## src/rtl/izh_neuron_scheduler.sv

```systemverilog
// rtl/izh_neuron_scheduler.sv - time-multiplexed Izhikevich neuron slot scheduler
module izh_neuron_scheduler #(
  parameter int NUM_NEURONS = 4,
  parameter int IDX_W       = $clog2(NUM_NEURONS)
) (
  input  logic                    clk,
  input  logic                    rst,
  input  logic                    tick,
  input  logic                    init,
  input  logic                    cfg_we,
  input  logic [IDX_W-1:0]        cfg_addr,
  input  logic signed [7:0]       cfg_current,
  input  logic [3:0]              cfg_type,
  output logic                    dp_req,
  output logic signed [17:0]      dp_v,
  output logic signed [17:0]      dp_u,
  output logic signed [7:0]       dp_current,
  output logic [3:0]              dp_type,
  input  logic                    dp_ack,
  input  logic signed [17:0]      dp_v_next,
  input  logic signed [17:0]      dp_u_next,
  input  logic                    dp_spike,
  output logic                    busy,
  output logic                    sweep_done,
  output logic [NUM_NEURONS-1:0]  spike_vec,
  output logic                    overrun
);

  localparam logic signed [17:0] V_REST   = 18'sh3_4CCD;
  localparam logic signed [17:0] U_REST   = 18'sh3_CCCD;
  localparam logic [IDX_W-1:0]   LAST_IDX = IDX_W'(NUM_NEURONS - 1);
  localparam logic [3:0]         MAX_TYPE = 4'd6;

  typedef enum logic [1:0] {
    S_IDLE,
    S_ISSUE,
    S_DONE
  } state_t;

  state_t state, state_nxt;

  logic signed [17:0] v_mem [NUM_NEURONS];
  logic signed [17:0] u_mem [NUM_NEURONS];
  logic signed [7:0]  cur_mem [NUM_NEURONS];
  logic [3:0]         typ_mem [NUM_NEURONS];

  logic [IDX_W-1:0]       idx;
  logic [IDX_W-1:0]       idx_inc;
  logic [NUM_NEURONS-1:0] acc;
  logic                   start;
  logic                   ack_ok;
  logic                   last;
  logic                   cfg_hit;
  logic                   init_ok;

  assign idx_inc = idx + IDX_W'(1);
  assign last    = (idx == LAST_IDX);
  assign cfg_hit = cfg_we && ({1'b0, cfg_addr} < (IDX_W+1)'(NUM_NEURONS));

  // init has priority over tick in IDLE; both are ignored once a sweep is running
  always_comb begin
    start  = 1'b0;
    ack_ok = 1'b0;
    init_ok = 1'b0;
    if (state == S_IDLE) begin
      init_ok = init;
      start   = tick && !init;
    end
    if (state == S_ISSUE) begin
      ack_ok = dp_ack;
    end
  end

  always_ff @(posedge clk or posedge rst) begin
    if (rst) begin
      state <= S_IDLE;
    end else begin
      state <= state_nxt;
    end
  end

  always_comb begin
    state_nxt  = state;
    dp_req     = 1'b0;
    busy       = 1'b0;
    sweep_done = 1'b0;
    case (state)
      S_IDLE: begin
        if (start) state_nxt = S_ISSUE;
      end
      S_ISSUE: begin
        dp_req = 1'b1;
        busy   = 1'b1;
        if (dp_ack && last) state_nxt = S_DONE;
      end
      S_DONE: begin
        busy       = 1'b1;
        sweep_done = 1'b1;
        state_nxt  = S_IDLE;
      end
      default: state_nxt = S_IDLE;
    endcase
  end

  // Unknown behaviour codes are folded to RS at write time so dp_type is always legal
  always_ff @(posedge clk or posedge rst) begin
    if (rst) begin
      for (int i = 0; i < NUM_NEURONS; i++) begin
        v_mem[i]   <= V_REST;
        u_mem[i]   <= U_REST;
        cur_mem[i] <= '0;
        typ_mem[i] <= '0;
      end
    end else begin
      if (cfg_hit) begin
        cur_mem[cfg_addr] <= cfg_current;
        typ_mem[cfg_addr] <= (cfg_type > MAX_TYPE) ? 4'd0 : cfg_type;
      end
      if (init_ok) begin
        for (int i = 0; i < NUM_NEURONS; i++) begin
          v_mem[i] <= V_REST;
          u_mem[i] <= U_REST;
        end
      end else if (ack_ok) begin
        v_mem[idx] <= dp_v_next;
        u_mem[idx] <= dp_u_next;
      end
    end
  end

  // The last ack folds its spike straight into spike_vec so it is visible during DONE
  always_ff @(posedge clk or posedge rst) begin
    if (rst) begin
      idx        <= '0;
      acc        <= '0;
      spike_vec  <= '0;
      overrun    <= 1'b0;
      dp_v       <= '0;
      dp_u       <= '0;
      dp_current <= '0;
      dp_type    <= '0;
    end else begin
      if (busy && tick) begin
        overrun <= 1'b1;
      end
      if (start) begin
        idx        <= '0;
        acc        <= '0;
        dp_v       <= v_mem[0];
        dp_u       <= u_mem[0];
        dp_current <= cur_mem[0];
        dp_type    <= typ_mem[0];
      end
      if (ack_ok) begin
        acc[idx] <= dp_spike;
        if (last) begin
          spike_vec <= acc | (NUM_NEURONS'(dp_spike) << idx);
        end else begin
          idx        <= idx_inc;
          dp_v       <= v_mem[idx_inc];
          dp_u       <= u_mem[idx_inc];
          dp_current <= cur_mem[idx_inc];
          dp_type    <= typ_mem[idx_inc];
        end
      end
    end
  end

endmodule
```

## config.mk

```make
export PLATFORM = sky130hd
export DESIGN_NAME = izh_neuron_scheduler
export DESIGN_NICKNAME = d
export VERILOG_FILES = /design/src/rtl/izh_neuron_scheduler.sv
export SDC_FILE = /design/constraint.sdc
export NUM_CORES = 1
export LEC_CHECK = 0
export ABC_AREA = 1
export CORE_MARGIN = 2
export CORE_UTILIZATION = 40
export CTS_CLUSTER_SIZE = 40
export DETAILED_ROUTE_END_ITERATION = 7
export GPL_TIMING_DRIVEN = 0
export PLACE_DENSITY_LB_ADDON = 0.25
export SYNTH_ARGS = -nofsm -noshare
export SYNTH_HDL_FRONTEND = slang
export SYNTH_SLANG_ARGS = --single-unit
export TNS_END_PERCENT = 50
```

## constraint.sdc

```tcl
create_clock -name clk -period 20.9 [get_ports clk]
set_input_delay 3.135 -clock clk [delete_from_list [all_inputs] [get_ports clk]]
set_output_delay 3.135 -clock clk [all_outputs]
set_load 0.02 [all_outputs]
```

* Word-level counts from Yosys, hierarchy flattened
Index checks and enable logic that the tools add are counted. W data, S select, Z words.
Storage, ports and cells: register bits 253
Cells by class: mux-type cells 56, shift operators 1, $lt $le $gt $ge 8, reductions and logical operators 12, bitwise logic cells 4, eq/ne operators 5, add/subtract/negate cells 1
Operator list (count):
- $mux W72 | 4
- $mux W18 | 11
- $bwmux W72 | 2
- $bmux W18 S2 | 2
- $mux W8 | 6
- $demux W18 S2 | 1
- $mux W4 | 9
- $bwmux W32 | 1
- $bmux W8 S2 | 1
- $bwmux W16 | 1
- $demux W8 S2 | 1
- $mux W2 | 5
- $ge A3 B3 Y1 const B | 3
- $not A2 Y3 | 3
- $bmux W4 S2 | 1
- $demux W4 S2 | 1
- $mux W1 | 7
- $logic_and A1 B1 Y1 | 6
- $lt A3 B1 Y1 const B | 2
- $bwmux W4 | 1
- $eq A2 B2 Y1 const B | 2
- $gt A4 B3 Y1 const B | 1
- $or A4 B4 Y4 | 1
- $pmux W2 S2 | 1
- 13 further kinds | 14

* Longest topological paths before layout
Gate-level depths: netlist of run 1.
depth after elaboration 8, depth in mapped cells 10, gate-level depth less buffers 8

* Least setup slack after synthesis of run 1
Ideal clock, no wire load.
path kind register -> output, start register state[1], end output port dp_req, path slack 16947 ps, path buffers 0, required time 17765 ps, stages on the path, launching flop included 3, arrival 818 ps, path through dfrtp_1 -> inv_1 -> ha_1
Between the ends: longest elaborated chain between the ends 2
RTL lines:
- start, declared | RTL line 40 | state_t state, state_nxt;
- start signal, assigned | RTL line 78 | state <= state_nxt;
- $eq A2 B1 Y1 | RTL line 87 | case (state)
- $mux W1 | RTL line 87
- end, declared | RTL line 14 | output logic dp_req,
Every way passes these cells.

* Worst setup path in the final report of run 1
Same ends and word-level chain as after synthesis.

==> summary.txt, run 1 <==
Setup path
  • Worst r2r src: idx[0]$_DFF_PP0_
  • Register-to-Register Path Depth: 9
  • R2r endpoint: dp_type[0]$_DFF_PP0_
  • R2R Setup Slk: 18.27 ns
  • CP max FO: 5
  • Worst setup path class: register to output pin
  • CP Launch Type: register
  • CP Capture Type: output pin
  • CP required: 17.77 ns
  • WP data arrival: 2.15 ns

Global routing
  • Tot GR Track Use: 0.2589
  • First-pass GRT wire length: 65.78 mm
  • Total gr overflow: 0
  • Pin count of the biggest net entering global routing: 114
  • Antenna violations before repair: 0
  • Vias in the first global route: 11.29k

Cells and area
  • Area grow syn2layout: 20.44%
  • Commonest non-fill, non-tap cell in the layout: nand2_1
  • FILL cells: 3,017
  • Util after Layout: 0.4914
  • N_diodes: 0
  • Most frequent cells in the layout: nand2_1 (417), nand3_1 (222), inv_1 (207), dfrtp_1 (169), clkdlybuf4s50_1 (111)
  • Nets: 1,763
  • Layout cells sized above 1: 0.1443
  • Final instance area: 15,110 um2

Clocking
  • Setup Fix Bufs, Post-CTS: 0
  • Worst skew pair latency: 0.57 ns
  • Post-cts sizing count: 0
  • Clock Root Buffer: clkbuf_16
  • Clk sinks: 253
  • CTS tree: yes
  • CTS clk-pin slew, worst paths: 0.06 ns
  • Max Buffers Root-to-Sink: 3
  • CTS Buf Count: 29
  • H-tree lvl count: 1
  • CTS Hold Bufs: 0

Yosys
  • Register bit total from synthesis: 253
  • Avg Inst Size Synth: 8.078 um2
  • Number of synthesized flops with an enable pin: 0
  • Mapped Area: 12,550 um2
  • Asr flop ratio synth: 1.000
  • Syn nets: 1,619
  • Gate Count Post-Synth: 1,553
  • Synth cell types: 37
  • Sequential fraction of the synthesis area: 0.5130
  • Main synth FF type: dfrtp_1
  • Ys Warns: 0

Pwr
  • Tot Pwr: 2.460 mW
  • Register share of total power: 0.340
  • Switching share of power: 0.4270
  • Combinational power share: 0.461
  • Clock network power share: 0.198
  • Switching power: 1.050 mW
  • Power density over cell area: 162.8 nW/um2
  • Internal: 1.409 mW
  • Peak supply drop: 105.4 uV
  • Leak pwr: 7.441 nW

Worst hold path
  • Startpoint of the worst hold path: overrun$_DFFE_PP0P_
  • Worst hold-check path type: register to register
  • Hold Path Depth: 1
  • Worst Hold End: overrun$_DFFE_PP0P_

Timing
  • RSZ-0062 raised after global routing: false
  • Final min period: 5.288 ns
  • Endpoints failing setup: 0
  • Slew @ Worst Pin: 0.8952 ns
  • Hold Violations, Final: 0
  • Fin. max-slew vios: 0
  • Highest clock rate: 0.1891 GHz
  • Final Cycle Share: 0.2530
  • Rel. slew slack: 0.4032
  • Final Skew: 0.02262 ns
  • Sum of negative setup slack: 0 ns

Routing
  • Drt drc: 0
  • Routed len/inst: 20.02 um
  • Vias per cell: 5.461
  • Total number of vias: 11.55k
  • Detailed router's first-iteration violation count: 1,150
  • Post-DRT Antenna Nets: 0
  • Detailed Route WL: 42.34 mm
  • TritonRoute pass-1 iters: 5

Floorplan
  • Core ar.: 30,750 um2
  • Site Rows: 64
  • Die height: 181.1 um
  • Die width: 181.1 um
  • Initial Utilization: 0.4080
  • Ports: 113
  • Die area: 32,800 um2

Place
  • PortBufs: 111
  • Final Wtd Congestion: 0.8763
  • Placed Instance Area: 14,210 um2
  • Post-DP HPWL: 28.44 mm

Run status
  • Status: complete, no violations

Run
  • Max-Cap Viols: 0
## critical path, stage by stage, from the launching register on
cell             delay, ns
dfrtp_1               0.38
inv_1                 0.14
ha_1                  0.39
clkdlybuf4s50_1       0.68
## cell type report
type / instances / area [um2] / area share
clock inverters: 5 / 28.78 / 0.001904
flip-flops and latches: 253 / 6436 / 0.4259
repair buffers: 113 / 1166 / 0.07717
clock buffers: 48 / 867.1 / 0.05738
well taps: 396 / 495.5 / 0.03279
inverters: 215 / 824.5 / 0.05457
plain buffers: 105 / 586.8 / 0.03883
multi-input cells: 980 / 4706 / 0.3114
## power by group through the flow
stage	clock, mW	sequential, mW	combinational, mW
floorplan	0	0.874	0.664
global placement	0	0.837	1.10
detailed placement	0	0.841	1.12
CTS	0.492	0.834	1.12
global route	0.512	0.856	1.24
finish	0.488	0.836	1.14
## how the worst max path moves through the flow
stage	end	slack, ns	cells past startpoint	startpoint
detailed placement	u_mem[48]$_DFFE_PP0P_	15.89	6	dp_ack
finish	dp_req	15.61	3	state[1]$_DFFE_PP0P_
global placement	typ_mem[1]$_DFFE_PP0P_	7.48	2	rst
global route	dp_req	15.57	3	state[1]$_DFFE_PP0P_
CTS	dp_req	15.62	3	state[1]$_DFFE_PP0P_
floorplan	acc[0]$_DFF_PP0_	10.95	1	rst
## sequential cells by signal (all words and copies together) (netlist names), 2 cells and up
register	count
v_mem	72
dp_u	18
dp_type	4
u_mem	72
spike_vec	4
dp_v	18
dp_current	8
cur_mem	32
typ_mem	16
acc	4
idx	2
state	2
## through the flow
stage                     setup WS [ns]  instances  hold slack [ns]
final                             15.61       2115           0.4564
after floorplan                   10.95       1553           0.4365
after detailed placement          15.89       2062           0.4472
after CTS                         15.62       2115           0.4607
after global placement            7.481       2060           0.4425
after global routing              15.57       2115           0.4828
## synthesized netlist by cell type (2+ instances only)
master	count	area share
nand2_2	12	0.0060
inv_1	208	0.062
o21ai_0	91	0.036
nor2_1	44	0.013
or2_1	2	0.0010
o21ai_1	14	0.0056
buf_4	9	0.0054
dfstp_2	84	0.18
o22ai_1	38	0.019
nand2_8	2	0.0032
inv_2	5	0.0015
nand2_1	417	0.12
nand4_1	48	0.024
o22ai_2	8	0.0080
ha_1	9	0.0090
or2_2	6	0.0030
nor2_2	3	0.0015
nand2_4	5	0.0045
dfrtp_1	169	0.34
nand3_1	222	0.089
and2_1	2	0.0010
buf_2	48	0.019
a31oi_1	8	0.0040
buf_6	13	0.012
nor3_1	2	0.00080
a21oi_1	40	0.016
a21oi_2	2	0.0014
clkbuf_1	33	0.0099
## logic make-up (layout without fill, tap and decap cells)
group / after synthesis / after routing / share of synthesized area
simple gates: 768 / 768 / 0.2747
flops: 253 / 253 / 0.5130
compound gates: 203 / 203 / 0.09145
fa+ha+maj: 9 / 9 / 0.008976
buf+inv: 320 / 486 / 0.1119
## per-layer routing
layer / track usage / part of all wire / vias up
li1: - / - / 5280
met1: 0.3738 / 0.44 / 5614
met2: 0.4015 / 0.44 / 559
met3: 0.03628 / 0.083 / 97
met4: 0.08618 / 0.032 / 0
met5: 0 / 0 / -
Note: power is estimated with default switching activity, not from simulation.
==> run 2: changes to the inputs <==
Clock period 20.9 ns to 5.4 ns, I/O delays scaled along.
==> run 2 against run 1 <==
Sequential cell count stayed put. Clock-buffer cell count fell by 18. Design area is 1.6% higher. Non-clock buffer count grew 5. Clock power rose to 4.4 times the previous value. Wire length grew 0.53%. Combinational power rose to 3.9 times the previous value. Critical endpoint unchanged. Largest cell class unchanged.
==> summary.txt, run 2 (synthesized netlist as in run 1, its figures left out) <==
Routing
  • TritonRoute pass-1 iters: 6
  • Detailed router's first-iteration violation count: 1,107
  • Routed len/inst: 20.09 um
  • Vias per cell: 5.444
  • Post-DRT Antenna Nets: 0
  • Detailed Route WL: 42.56 mm
  • Total number of vias: 11.54k
  • Drt drc: 0

Cells and area
  • Multi-input combinational cell area: 4706 um2
  • Most frequent cells in the layout: nand2_1 (417), nand3_1 (222), inv_1 (207), dfrtp_1 (169), clkdlybuf4s50_1 (111)
  • FILL cells: 2,978
  • FF/Latch Area: 6436 um2
  • Commonest non-fill, non-tap cell in the layout: nand2_1
  • Finished Layout Cells: 2,119
  • Final instance area: 15,350 um2
  • Nets: 1,767
  • Area grow syn2layout: 22.33%
  • N_diodes: 0
  • Regs by FF count: u_mem: 72 flops, v_mem: 72 flops, cur_mem: 32 flops
  • Layout cells sized above 1: 0.1532

Pwr
  • Tot Pwr: 9.810 mW
  • Leak pwr: 7.548 nW
  • Peak supply drop: 327.5 uV
  • Power density over cell area: 639.2 nW/um2

Floorplan
  • Ports: 113
  • Die area: 32,800 um2
  • Initial Utilization: 0.4080
  • Core ar.: 30,750 um2
  • Die width: 181.1 um
  • Die height: 181.1 um
  • Site Rows: 64

Global routing
  • Tot GR Track Use: 0.2612
  • Total gr overflow: 0
  • Vias in the first global route: 11.30k
  • Antenna violations before repair: 0
  • First-pass GRT wire length: 66.12 mm
  • Pin count of the biggest net entering global routing: 43

Worst hold path
  • Worst hold-check path type: register to register
  • Startpoint of the worst hold path: overrun$_DFFE_PP0P_
  • Worst Hold End: overrun$_DFFE_PP0P_
  • Hold Path Depth: 1

Clocking
  • CTS Hold Bufs: 0
  • CTS Buf Count: 28
  • Clk sinks: 253
  • Clock Root Buffer: clkbuf_16
  • CTS tree: yes
  • Setup Fix Bufs, Post-CTS: 0
  • Max Buffers Root-to-Sink: 3
  • Post-cts sizing count: 0
  • CTS clk-pin slew, worst paths: 0.06 ns
  • H-tree lvl count: 1
  • Worst skew pair latency: 0.56 ns

Setup path
  • R2R Setup Slk: 2.77 ns
  • CP Launch Type: register
  • Register-to-Register Path Depth: 9
  • R2r endpoint: dp_type[0]$_DFF_PP0_
  • Worst r2r src: idx[0]$_DFF_PP0_
  • Cell breakdown of the critical path: inv_1 -> ha_1 -> clkdlybuf4s50_1
  • Worst setup path class: register to output pin
  • CP max FO: 5
  • CP required: 4.59 ns
  • CP max-delay cell: clkdlybuf4s50_1
  • Worst stage delay on the critical path: 0.67 ns
  • WP data arrival: 2.09 ns
  • Crit. Startpoint: state[1]$_DFFE_PP0P_
  • CP Capture Type: output pin

Run
  • Max-Cap Viols: 0

Place
  • Post-DP HPWL: 28.87 mm
  • PortBufs: 111
  • Placed insts: 2,067
  • Setup WS pre-CTS: 2.729 ns
  • Placed Instance Area: 14,300 um2
  • Final Wtd Congestion: 0.8912

Timing
  • Sum of negative setup slack: 0 ns
  • Final Cycle Share: 0.5363
  • Fin. max-slew vios: 0
  • Hold Violations, Final: 0
  • Endpoints failing setup: 0
  • Highest clock rate: 0.3453 GHz
  • Final Skew: 0.02758 ns
  • Rel. slew slack: 0.4086
  • RSZ-0062 raised after global routing: false
  • Worst setup margin: 2.504 ns
  • Final min period: 2.896 ns
  • Slew @ Worst Pin: 0.8871 ns

Run status
  • Status: complete, no violations
-- run 2: cell types whose count changed in the layout (fill, tap and decap cells not counted), sizes merged --
cell,before,now
clkinvlp,0,4
bufinv,0,7
clkinv,4,11
buf,73,78
inv,216,215
clkbuf,82,64
-- run 2: stage by stage --
| step | hold WS (ns) | utilization |
|---|---|---|
| 5_1_grt | 0.4892 | 0.4991 |
| 2_1_floorplan | 0.4365 | - |
| 4_1_cts | 0.4661 | 0.4991 |
| 3_3_place_gp | 0.4425 | 0.4604 |
| 3_5_place_dp | 0.4519 | 0.4649 |
| 6_report | 0.4578 | 0.4991 |
-- run 2: metal layers --
layer | GRT usage | part of all wire | up-vias
met1 | 0.3680 | 0.42 | 5540
met5 | 0 | 0 | -
met4 | 0.09301 | 0.033 | 0
met2 | 0.4020 | 0.45 | 603
li1 | - | - | 5291
met3 | 0.05059 | 0.096 | 102
-- run 2: report_power, final --
part | switching, mW | total, mW | leakage (nW) | internal [mW]
Clock | 0.837 | 2.17 | 0.515 | 1.33
Combinational | 2.87 | 4.41 | 3.98 | 1.53
Sequential | 0.393 | 3.23 | 3.05 | 2.84
Total | 4.10 | 9.81 | 7.55 | 5.71
-- run 2: layout make-up --
cell class / instances / area share
Sequential cell: 253 / 0.4194
Multi-Input combinational cell: 980 / 0.3066
Timing Repair Buffer: 118 / 0.08153
Inverter: 215 / 0.05348
Clock buffer: 30 / 0.04818
Buffer: 105 / 0.03824
Tap cell: 396 / 0.03228
Clock inverter: 22 / 0.02030
-- run 2: worst max path at each step --
stage,endpoint,slack (ns)
floorplan,acc[0]$_DFF_PP0_,1.33
global placement,typ_mem[6]$_DFFE_PP0P_,-0.74
detailed placement,u_mem[58]$_DFFE_PP0P_,2.73
CTS,dp_req,2.49
global route,dp_req,2.43
finish,dp_req,2.50
-- run 2: critical path, delay by kind of cell (launching register included) --
family	cells	cell delay, ns
adders and majority gates	1	0.35
buffers and inverters	2	0.82
DFF	1	0.38
==> run 3: changes to the inputs <==
Clock period 5.4 ns to 2.62 ns, I/O delays scaled along.
==> run 3 against run 2 <==
Power increased by 110%. Register-to-register slack got worse by 2.4 ns. First-iteration DRC count is 4.7% higher. Die area is the same. Sequential cell count unchanged. Utilization about the same. Global-route usage unchanged. Worst setup slack worse by 2.4 ns. Worst hold slack worse by 0.25 ns. Critical endpoint unchanged. Clock-buffer cell count unchanged. Design area about the same. Clock skew rose by 0.00056 ns.
==> summary.txt, run 3 (synthesized netlist as in run 1, its figures left out) <==
Timing
  • Final min period: 2.481 ns
  • Final Skew: 0.02814 ns
  • RSZ-0062 raised after global routing: false
  • Hold Violations, Final: 0
  • Final Cycle Share: 0.9468
  • Highest clock rate: 0.4031 GHz
  • Fin. max-slew vios: 0
  • Rel. slew slack: 0.4078
  • Endpoints failing setup: 0
  • Slew @ Worst Pin: 0.8883 ns

Setup path
  • CP max-delay cell: clkdlybuf4s50_1
  • CP Launch Type: register
  • CP max FO: 5
  • Worst r2r src: idx[0]$_DFF_PP0_
  • CP required: 2.23 ns
  • CP Capture Type: output pin
  • R2R Setup Slk: 0.36 ns
  • Register-to-Register Path Depth: 8
  • Crit. Startpoint: state[1]$_DFFE_PP0P_
  • WP data arrival: 2.09 ns
  • R2r endpoint: dp_type[0]$_DFF_PP0_
  • Worst stage delay on the critical path: 0.67 ns
  • Worst setup path class: register to output pin
  • Cell breakdown of the critical path: inv_1 -> ha_1 -> clkdlybuf4s50_1

Pwr
  • Combinational power share: 0.450
  • Switching share of power: 0.4192
  • Switching power: 8.485 mW
  • Leak pwr: 7.547 nW
  • Peak supply drop: 679.6 uV
  • Register share of total power: 0.329
  • Clock network power share: 0.221
  • Tot Pwr: 20.24 mW
  • Power density over cell area: 1319 nW/um2
  • Internal: 11.76 mW

Cells and area
  • N_diodes: 0
  • Nets: 1,766
  • Regs by FF count: u_mem: 72 flops, v_mem: 72 flops, cur_mem: 32 flops
  • Finished Layout Cells: 2,118
  • Layout cells sized above 1: 0.1533
  • Commonest non-fill, non-tap cell in the layout: nand2_1
  • Most frequent cells in the layout: nand2_1 (417), nand3_1 (222), inv_1 (207), dfrtp_1 (169), clkdlybuf4s50_1 (111)
  • Area grow syn2layout: 22.30%

Place
  • PortBufs: 111
  • Placed insts: 2,067
  • Final Wtd Congestion: 0.8912
  • Post-DP HPWL: 28.87 mm

Routing
  • Drt drc: 0
  • Vias per cell: 5.470
  • TritonRoute pass-1 iters: 6
  • Detailed Route WL: 42.71 mm
  • Routed len/inst: 20.16 um
  • Total number of vias: 11.59k
  • Detailed router's first-iteration violation count: 1,159
  • Post-DRT Antenna Nets: 0

Clocking
  • CTS Buf Count: 28
  • CTS tree: yes
  • Post-cts sizing count: 0
  • Clk sinks: 253
  • CTS Hold Bufs: 0
  • Setup Fix Bufs, Post-CTS: 0
  • H-tree lvl count: 1
  • Clock Root Buffer: clkbuf_16
  • Worst skew pair latency: 0.56 ns
  • CTS clk-pin slew, worst paths: 0.07 ns
  • Max Buffers Root-to-Sink: 3

Global routing
  • Total gr overflow: 0
  • Pin count of the biggest net entering global routing: 43
  • Tot GR Track Use: 0.2612
  • First-pass GRT wire length: 66.12 mm
  • Vias in the first global route: 11.30k
  • Antenna violations before repair: 0

Floorplan
  • Die area: 32,800 um2
  • Core ar.: 30,750 um2
  • Die height: 181.1 um
  • Site Rows: 64
  • Initial Utilization: 0.4080
  • Ports: 113
  • Die width: 181.1 um

Worst hold path
  • Worst hold-check path type: primary input to async pin

Run
  • Max-Cap Viols: 0

Run status
  • Status: complete, no violations
[run 3: cell types whose count changed in the layout (fill, tap and decap cells not counted)]
cell and delta:
clkbuf_1 -1
[run 3: area by class of cell]
type / count / area, um2
timing repair buffer: 118 / 1251
fill: 2977 / 15410
clock inverter: 22 / 311.5
clock buffer: 30 / 739.5
multi-input combinational: 980 / 4706
sequential: 253 / 6436
inverter: 215 / 820.8
buffer: 104 / 583.1
tap: 396 / 495.5
[run 3: worst max path at each step]
stage,end,cells past startpoint
floorplan,acc[0]$_DFF_PP0_,1
global placement,typ_mem[6]$_DFFE_PP0P_,2
detailed placement,dp_type[0]$_DFF_PP0_,9
CTS,dp_type[0]$_DFF_PP0_,9
global route,dp_req,3
finish,dp_req,3
[run 3: critical path: cells and delay by family, from the launching register on]
kind / cells / cell delay, ns
buffers and inverters: 2 / 0.82
flip-flops: 1 / 0.38
adder cells (fa/ha/maj): 1 / 0.35
[run 3: through the flow]
step	util	area [um2]	hold slack (ns)	setup WS (ns)	setup TNS [ns]
floorplan	-	12550	0.4365	-1.034	-189.66
global placement	0.4604	14160	0.4425	-3.106	-670.11
detailed placement	0.4649	14300	0.4519	0.08069	0
CTS	0.4991	15350	0.2234	0.03787	0
global route	0.4990	15340	0.2500	0.06296	0
finish	0.4990	15340	0.2051	0.1395	0
[run 3: routing by layer]
layer | up-vias | wire length [um] | part of all wire | GRT usage
met5 | - | 0 | 0 | 0
met4 | 0 | 1362 | 0.032 | 0.09301
met3 | 96 | 3926 | 0.092 | 0.05059
met2 | 578 | 19010 | 0.45 | 0.4020
met1 | 5625 | 18410 | 0.43 | 0.3680
li1 | 5286 | - | - | -
[run 3: power by group through the flow]
stage	Combinational, mW	Sequential, mW	Clock, mW
after floorplan	5.30	6.98	0
after global placement	8.75	6.67	0
after detailed placement	8.91	6.70	0
after CTS	8.99	6.65	4.50
after global routing	9.98	6.82	4.67
final	9.10	6.66	4.48
